[src/rtl/keypad_scan_debounce_if.sv]
// Keypad scanner bundle: column drive and row sense toward the matrix, debounced key code toward the decoder.
interface keypad_scan_debounce_if;
    logic [3:0]  row_n;
    logic [3:0]  col_n;
    logic [15:0] onehot;
    logic        key_valid;
    logic        key_pulse;

    modport master (
        input  row_n,
        output col_n,
        output onehot,
        output key_valid,
        output key_pulse
    );

    modport slave (
        output row_n,
        input  col_n,
        input  onehot,
        input  key_valid,
        input  key_pulse
    );
endinterface

[src/rtl/keypad_scan_debounce.sv]
// 4x4 active-low keypad scanner with sweep-level debounce and multi-key rollover suppression.
//  state | meaning
//  COL0  | column 0 driven low
//  COL1  | column 1 driven low
//  COL2  | column 2 driven low
//  COL3  | column 3 driven low, tick here ends a sweep
module keypad_scan_debounce #(
    parameter int SCAN_DIV       = 50_000,
    parameter int DEBOUNCE_SCANS = 4
) (
    input  logic                   clk,
    input  logic                   RSTn,
    keypad_scan_debounce_if.master kp
);
    localparam int               CNT_W   = (SCAN_DIV > 1) ? $clog2(SCAN_DIV) : 1;
    localparam logic [CNT_W-1:0] CNT_MAX = CNT_W'(SCAN_DIV - 1);
    localparam logic [3:0]       DEB     = 4'(DEBOUNCE_SCANS);

    localparam logic [1:0] COL0 = 2'd0;
    localparam logic [1:0] COL1 = 2'd1;
    localparam logic [1:0] COL2 = 2'd2;
    localparam logic [1:0] COL3 = 2'd3;

    logic [3:0]       r_row_s1, r_row_s2;
    logic [CNT_W-1:0] r_cnt;
    logic [1:0]       r_col;
    logic [15:0]      r_image, r_sweep, r_prev, r_onehot;
    logic [3:0]       r_stable;
    logic             r_done, r_valid, r_pulse;

    logic             w_tick;
    logic [1:0]       w_col_next;
    logic [15:0]      w_image_next;
    logic             w_multi;
    logic [15:0]      w_img;
    logic             w_same;
    logic [3:0]       w_stable_next;
    logic             w_commit;

    assign w_tick = (r_cnt == CNT_MAX);

    always_comb begin
        w_col_next = r_col;
        case (r_col)
            COL0:    w_col_next = COL1;
            COL1:    w_col_next = COL2;
            COL2:    w_col_next = COL3;
            COL3:    w_col_next = COL0;
            default: w_col_next = COL0;
        endcase
    end

    always_comb begin
        w_image_next = r_image;
        for (int r = 0; r < 4; r++) begin
            w_image_next[r*4 + int'(r_col)] = ~r_row_s2[r];
        end
    end

    // More than one key down: hold the committed code instead of the ambiguous image.
    assign w_multi       = (r_sweep & (r_sweep - 16'd1)) != 16'd0;
    assign w_img         = w_multi ? r_onehot : r_sweep;
    assign w_same        = (w_img == r_prev);
    assign w_stable_next = !w_same ? 4'd1 :
                           (r_stable >= DEB) ? DEB : r_stable + 4'd1;
    assign w_commit      = r_done && (w_stable_next == DEB) && (w_img != r_onehot);

    always_ff @(posedge clk or negedge RSTn) begin
        if (!RSTn) begin
            r_row_s1 <= 4'hF;
            r_row_s2 <= 4'hF;
            r_cnt    <= '0;
            r_col    <= COL0;
            r_image  <= '0;
            r_sweep  <= '0;
            r_done   <= 1'b0;
            r_prev   <= '0;
            r_stable <= '0;
            r_onehot <= '0;
            r_valid  <= 1'b0;
            r_pulse  <= 1'b0;
        end else begin
            r_row_s1 <= kp.row_n;
            r_row_s2 <= r_row_s1;
            r_cnt    <= w_tick ? '0 : r_cnt + 1'b1;
            r_done   <= w_tick && (r_col == COL3);
            if (w_tick) begin
                r_col <= w_col_next;
                // Last column hands the full image off and clears for the next sweep.
                if (r_col == COL3) begin
                    r_sweep <= w_image_next;
                    r_image <= '0;
                end else begin
                    r_image <= w_image_next;
                end
            end
            if (r_done) begin
                r_stable <= w_stable_next;
                if (!w_same) begin
                    r_prev <= w_img;
                end
            end
            if (w_commit) begin
                r_onehot <= w_img;
                r_valid  <= |w_img;
            end
            r_pulse <= w_commit && (|w_img);
        end
    end

    assign kp.col_n     = ~(4'b0001 << r_col);
    assign kp.onehot    = r_onehot;
    assign kp.key_valid = r_valid;
    assign kp.key_pulse = r_pulse;
endmodule
[src/flat_wrapper.sv]
// flat-port wrapper written by rule: the top's interface ports become plain ports
module keypad_scan_debounce_flat 
#(
    parameter int SCAN_DIV       = 50_000,
    parameter int DEBOUNCE_SCANS = 4
)
  (clk, RSTn, kp_row_n, kp_col_n, kp_onehot, kp_key_valid, kp_key_pulse);
  keypad_scan_debounce_if kp_i ();
  input  logic clk;
  input  logic RSTn;
  input wire logic [$bits(kp_i.row_n)-1:0] kp_row_n;
  output wire logic [$bits(kp_i.col_n)-1:0] kp_col_n;
  output wire logic [$bits(kp_i.onehot)-1:0] kp_onehot;
  output wire logic [$bits(kp_i.key_valid)-1:0] kp_key_valid;
  output wire logic [$bits(kp_i.key_pulse)-1:0] kp_key_pulse;
  assign kp_i.row_n = kp_row_n;
  assign kp_col_n = kp_i.col_n;
  assign kp_onehot = kp_i.onehot;
  assign kp_key_valid = kp_i.key_valid;
  assign kp_key_pulse = kp_i.key_pulse;
  keypad_scan_debounce #(.SCAN_DIV(SCAN_DIV), .DEBOUNCE_SCANS(DEBOUNCE_SCANS)) u_core (.clk(clk), .RSTn(RSTn), .kp(kp_i));
endmodule
[config.mk]
export PLATFORM = sky130hd
export DESIGN_NAME = keypad_scan_debounce_flat
export DESIGN_NICKNAME = d
export VERILOG_FILES = /design/src/rtl/keypad_scan_debounce_if.sv /design/src/rtl/keypad_scan_debounce.sv /design/src/flat_wrapper.sv
export SDC_FILE = /design/constraint.sdc
export NUM_CORES = 1
export LEC_CHECK = 0
export ABC_CLOCK_PERIOD_IN_PS = 3800
export BUFFER_PORTS_ARGS = -buffer_cell sky130_fd_sc_hd__buf_2
export CORE_UTILIZATION = 60
export CTS_BUF_LIST = sky130_fd_sc_hd__clkbuf_2
export CTS_CLUSTER_DIAMETER = 80
export DETAILED_ROUTE_END_ITERATION = 8
export GPL_ROUTABILITY_DRIVEN = 0
export GPL_TIMING_DRIVEN = 0
export PLACE_DENSITY = 0.79
export SYNTH_ARGS = -nofsm -noshare
export SYNTH_HDL_FRONTEND = slang
export SYNTH_SLANG_ARGS = --single-unit
[constraint.sdc]
create_clock -name clk -period 3.8 [get_ports clk]
set_clock_uncertainty 0.15 [all_clocks]
set_input_delay 0 -clock clk [delete_from_list [all_inputs] [get_ports clk]]
set_output_delay 0 -clock clk [all_outputs]
set_load 0.01 [all_outputs]
==> results of run 1 <==
power by group:
group	total [uW]	internal [uW]	switching, uW
clock network	518	163	355
registers	1000	1000	2.78
logic	40.1	15.8	24.3
total	1560	1180	382
placed cells by master (no fill, tap or decap), drive strengths merged, types with 16 or more instances in the layout:
cell type and instances:
clkbuf 25, mux2 17, o21ai 37, or3 16, nor2 24, xnor2 21
xor2 39, dfrtp 85, a21oi 26, nand2 36, buf 48
routing by layer:
metal | routed length [um] | part of all wire (%)
met2 | 5100 | 49
met5 | 0 | 0
met4 | 327 | 3.2
met3 | 403 | 3.9
met1 | 4510 | 44
flip-flops by register name (all words and copies together), names as in the netlist:
register / cells
u_core.kp.key_valid: 1
u_core.r_image: 12
u_core.r_row_s1: 4
u_core.r_stable: 4
u_core.r_prev: 16
u_core.r_col: 2
u_core.r_sweep: 16
u_core.r_row_s2: 4
u_core.r_cnt: 16
u_core.r_done: 1
u_core.kp.onehot: 16
u_core.kp.key_pulse: 1
critical path, stage by stage, from the launching register on:
cell and delay [ns]:
dfrtp_1 0.41, buf_2 0.19, nor4_4 0.43, nand4_1 0.17
a32oi_1 0.23, and4_1 0.21, buf_4 0.17, mux2i_1 0.58
clkbuf_1 0.49, o221a_1 0.29
logic make-up after synthesis:
group,after synthesis,synth area share [%]
compound gates,92,13.0
xor+xnor,60,10.9
fa+ha+maj,7,1.82
buf+inv,48,4.54
flops,93,48.5
mux,20,5.30
simple gates,143,16.0
area by class of cell:
cell class,count,area (um^2)
fillers,633,2410
well taps,102,128
multi-input cells,322,2260
plain buffers,34,166
clock buffers,10,50.0
inverters,14,52.6
repair buffers,39,293
clock inverters,6,71.3
flip-flops and latches,93,2340
through the flow:
step | setup WS [ns] | hold WS (ns) | cells | instance area, um^2
finish | 0.472 | 0.227 | 620 | 5360
global route | 0.229 | 0.233 | 620 | 5360
floorplan | 1.16 | -0.446 | 463 | 4820
global placement | 0.689 | -0.0453 | 592 | 5080
CTS | 0.507 | 0.229 | 620 | 5360
detailed placement | 0.575 | -0.0981 | 593 | 5110
final timing paths:
path,end,depth (start not counted)
worst max register to register,u_core.r_prev[7]$_DFFE_PN0P_,9
worst min register to register,u_core.r_row_s2[3]$_DFF_PN1_,0
min in group asynchronous,u_core.r_prev[10]$_DFFE_PN0P_,4
max in group asynchronous,u_core.r_row_s2[1]$_DFF_PN1_,4
worst max-delay path,u_core.r_prev[7]$_DFFE_PN0P_,9
worst min-delay path,u_core.r_row_s2[3]$_DFF_PN1_,0
what timing repair did:
action | CTS | global route
hold buffers | 11 | 0
setup endpoints to repair | 0 | 0
gates resized for setup | 0 | 0
hold endpoints to repair | 97 | 0
==> results.txt, run 1 <==
#FFs+latches synth: 93
drc violations: 0
max_slew headroom: 54.1%
post-synth top area share: 44.1%
1st-iter DRT viols: 237
crit path max fanout: 10
fin crit period: 3.33 ns
Synth Flop Type: dfrtp_1
die width: 91.6 um
first-pass GRT wire length: 17.7 mm
Site Rows: 32
fraction of registers with async set/reset: 100%
Mapped Cells: 463
GR Overflow Total: 0
HP Start: u_core.r_row_s1[3]$_DFF_PN1_
Hold Fails Final Rpt: 0
final setup vio count: 0
Yosys cell types: 49
core area: 7770 um^2
Pwr Total: 1560 uW
Port Buf Inserts: 27
vias in the first global route: 3588
share of cells above drive strength 1: 16.6%
CTS Root Cell: clkbuf_2
post-layout util: 69.0%
pwr dens: 291 nW/um^2
post-detail-place hpwl: 7.24 mm
Startpoint Class: flip-flop
Pre-antenna DRT Iters: 5
CP startpoint: u_core.r_sweep[0]$_DFFE_PN0P_
Tightest Pin Transition: 0.683 ns
Lkg Pwr: 0.00269 uW
RSZ-0062 raised after global routing: no
syn nets: 476
EDFF count, synth: 0
Post-Syn Area: 4820 um^2
largest net degree at the start of global routing: 48
M3 GR Usage: 4.48%
Total GRT Usage: 26.8%
Sink Count: 93
Hold Path Class: flip-flop to flip-flop
met1 GRT Util: 35.3%
Initial Util: 62.0%
Synth area leader: dfrtp_1
Worst VDD drop: 0.175 mV
Worst-Skew Late Latency: 0.53 ns
register area share after synthesis: 48.5%
Post-CTS Setup Bufs: 0
num ports: 28
CTS H-tree lvls: 3
f_max: 301 MHz
clk buf depth: 2
Die H: 91.6 um
Crit path required time: 4.16 ns
Clock Pin Slew Worst Setup and Hold Paths: 0.27 ns
Wirelength per Cell: 16.7 um
M2 GR Usage: 43.1%
CP arrival: 3.68 ns
ant diodes: 0
Crit Reg-Reg Startpoint: u_core.r_sweep[0]$_DFFE_PN0P_
most numerous cell in the Yosys netlist: dfrtp_1
run status: finished, final reports clean
setup TNS: 0 ns
Crit Path Class: flip-flop to flip-flop
TritonCTS Buffers: 9
antenna-violating nets left: 0
Area Growth Syn to Fin: 11.2%
Top Usage Layer GRT: met2
vias: 3616
Synth area leaders: dfrtp_1, xor2_1, dfstp_2, xnor2_1, o21ai_1
Ys Warns: 0
DR vias/cell: 5.83
Worst setup EP type: flip-flop
Net count, final: 526
Max Cap Viol: 0
Pins Over Slew Limit: 0
top cells by count, synth: dfrtp_1, xor2_1, nand2_1
fin crit share: 87.6%
Reg2Reg Setup Slack: 0.47 ns
drt total wl: 10.3 mm
initial antenna violation count: 0
Die ar.: 8400 um^2
CTS tree: yes
Mean Syn Cell Area: 10.4 um^2
(Power assumes the default switching activity.)
==> run 2, diff against run 1 <==
- CORE_UTILIZATION: 60 -> 50
- PLACE_DENSITY: 0.79 -> 0.67
==> run 2 against run 1 <==
Routed wire length down 1.1%. Clock power down 4.2%. Flip-flop and latch count unchanged. Via count down 3.3%. Hold slack worse by 0.0024 ns. Cell area up 0.35%. Combinational power down 3%. Die area up 20%.
==> results.txt, run 2 (synthesized netlist as in run 1, its figures left out) <==
Hold Path Class: flip-flop to flip-flop
Die ar.: 10000 um^2 (+20%)
Die H: 100 um (+9.3%)
post-detail-place hpwl: 7.23 mm (about the same)
Worst setup EP type: flip-flop
Clock Pin Slew Worst Setup and Hold Paths: 0.25 ns (-0.02 ns)
Hold Fails Final Rpt: 0 (unchanged)
vias in the first global route: 3433 (-4.3%)
Worst-Skew Late Latency: 0.53 ns (about the same)
CTS tree: yes
Max Cap Viol: 0 (unchanged)
f_max: 308 MHz (+2.5%)
Initial Util: 51.9% (-10 points)
drt total wl: 10.2 mm (-1.1%)
RSZ-0062 raised after global routing: no
Lkg Pwr: 0.00268 uW (-0.40%)
setup TNS: 0 ns (unchanged)
Crit Path Class: flip-flop to flip-flop
max_slew headroom: 57.0% (+2.9 points)
clk buf depth: 2 (unchanged)
die width: 100 um (+9.3%)
GR Overflow Total: 0 (unchanged)
Crit path required time: 4.12 ns (-0.04 ns)
commonest cells after routing, fill and taps aside: dfrtp_1, buf_2, xor2_1
largest net degree at the start of global routing: 55 (+15%)
TritonCTS Buffers: 9 (unchanged)
fin crit period: 3.25 ns (-0.0818 ns)
fillers: 836 (+32%)
Total GRT Usage: 22.2% (-4.6 points)
Wirelength per Cell: 15.8 um (-5.2%)
Sink Count: 93 (unchanged)
Area Growth Syn to Fin: 11.6%
Post-DP Area: 5150 um^2 (+0.66%)
Site Rows: 35 (+9.4%)
pwr dens: 286 nW/um^2 (-1.9%)
num ports: 28 (unchanged)
Port Buf Inserts: 27 (unchanged)
drc violations: 0 (unchanged)
vias: 3496 (-3.3%)
1st-iter DRT viols: 165 (-30%)
Tightest Pin Transition: 0.639 ns (-0.0438 ns)
Net count, final: 526 (unchanged)
DR vias/cell: 5.40 (-7.4%)
fin crit share: 85.4% (-2.2 points)
antenna-violating nets left: 0 (unchanged)
ant diodes: 0 (unchanged)
Pwr Total: 1540 uW (-1.5%)
Startpoint Class: flip-flop
Worst VDD drop: 0.160 mV (-8.7%)
Pins Over Slew Limit: 0 (unchanged)
run status: finished, final reports clean
core area: 9280 um^2 (+20%)
final setup vio count: 0 (unchanged)
initial antenna violation count: 0 (unchanged)
CP arrival: 3.56 ns (-0.12 ns)
first-pass GRT wire length: 17.4 mm (-1.7%)
post-CTS resize count: 0 (unchanged)
Final Cell Area: 5380 um^2 (+0.35%)
Pre-antenna DRT Iters: 7 (+2)
most common cell after layout, fill and taps aside: dfrtp_1
CTS H-tree lvls: 3 (unchanged)
CTS Root Cell: clkbuf_2
crit path max fanout: 10 (unchanged)
share of cells above drive strength 1: 16.8% (+0.19 points)
==> run 2: per-layer routing <==
metal	GRT usage [%]	vias to the layer above	share of wire [%]
met3	3.27	18	2.8
met1	30.7	1683	48
met4	8.25	0	1.9
met5	0	-	0
met2	35.5	71	48
li1	-	1724	-
==> run 2: repair_timing <==
action / CTS / global route
setup buffers: 0 / 0
hold buffers: 11 / 0
endpoints found under the hold margin: 97 / 0
==> run 2: stage by stage <==
stage / hold WS, ns / setup WS [ns] / utilization, % / cells
2_1_floorplan: -0.446 / 1.16 / - / 463
3_3_place_gp: -0.0455 / 0.657 / 55.1 / 619
3_5_place_dp: -0.139 / 0.585 / 55.4 / 620
4_1_cts: 0.227 / 0.551 / 58.0 / 647
5_1_grt: 0.229 / 0.314 / 58.0 / 647
6_report: 0.224 / 0.554 / 58.0 / 647
==> run 2: area by class of cell <==
cell class / instances / area (um^2) / area share [%]
inverters: 14 / 52.6 / 0.977
clock inverters: 5 / 58.8 / 1.09
plain buffers: 34 / 166 / 3.09
flip-flops and latches: 93 / 2340 / 43.4
well taps: 129 / 161 / 3.00
repair buffers: 39 / 285 / 5.30
clock buffers: 11 / 55.1 / 1.02
multi-input cells: 322 / 2260 / 42.1
==> run 2: worst max-delay path: stages, from the launching register on <==
cell and delay (ns):
dfrtp_1 0.41, buf_2 0.18, nor4_4 0.41, nand4_1 0.15
a32oi_1 0.21, and4_1 0.21, buf_4 0.17, mux2i_1 0.51
clkbuf_1 0.48, o221a_1 0.30
==> run 2: where the power goes <==
group,switching (uW),total (uW),internal (uW),leakage (uW)
combinational,24.1,39.0,14.9,0.00135
clock,337,496,158,0.0000686
sequential,2.78,1000,1000,0.00126
==> run 2: worst paths after layout <==
| path | cells after the start | slack, ns | endpoint | startpoint |
|---|---|---|---|---|
| hold / removal | 0 | 0.22 | u_core.r_row_s2[1]$_DFF_PN1_ | u_core.r_row_s1[1]$_DFF_PN1_ |
| max in group asynchronous | 4 | 2.74 | u_core.r_row_s1[0]$_DFF_PN1_ | RSTn |
| hold reg to reg | 0 | 0.22 | u_core.r_row_s2[1]$_DFF_PN1_ | u_core.r_row_s1[1]$_DFF_PN1_ |
| setup reg to reg | 9 | 0.55 | u_core.r_prev[7]$_DFFE_PN0P_ | u_core.r_sweep[0]$_DFFE_PN0P_ |
| setup / recovery | 9 | 0.55 | u_core.r_prev[7]$_DFFE_PN0P_ | u_core.r_sweep[0]$_DFFE_PN0P_ |
| min in group asynchronous | 3 | 0.41 | u_core.r_row_s2[3]$_DFF_PN1_ | RSTn |
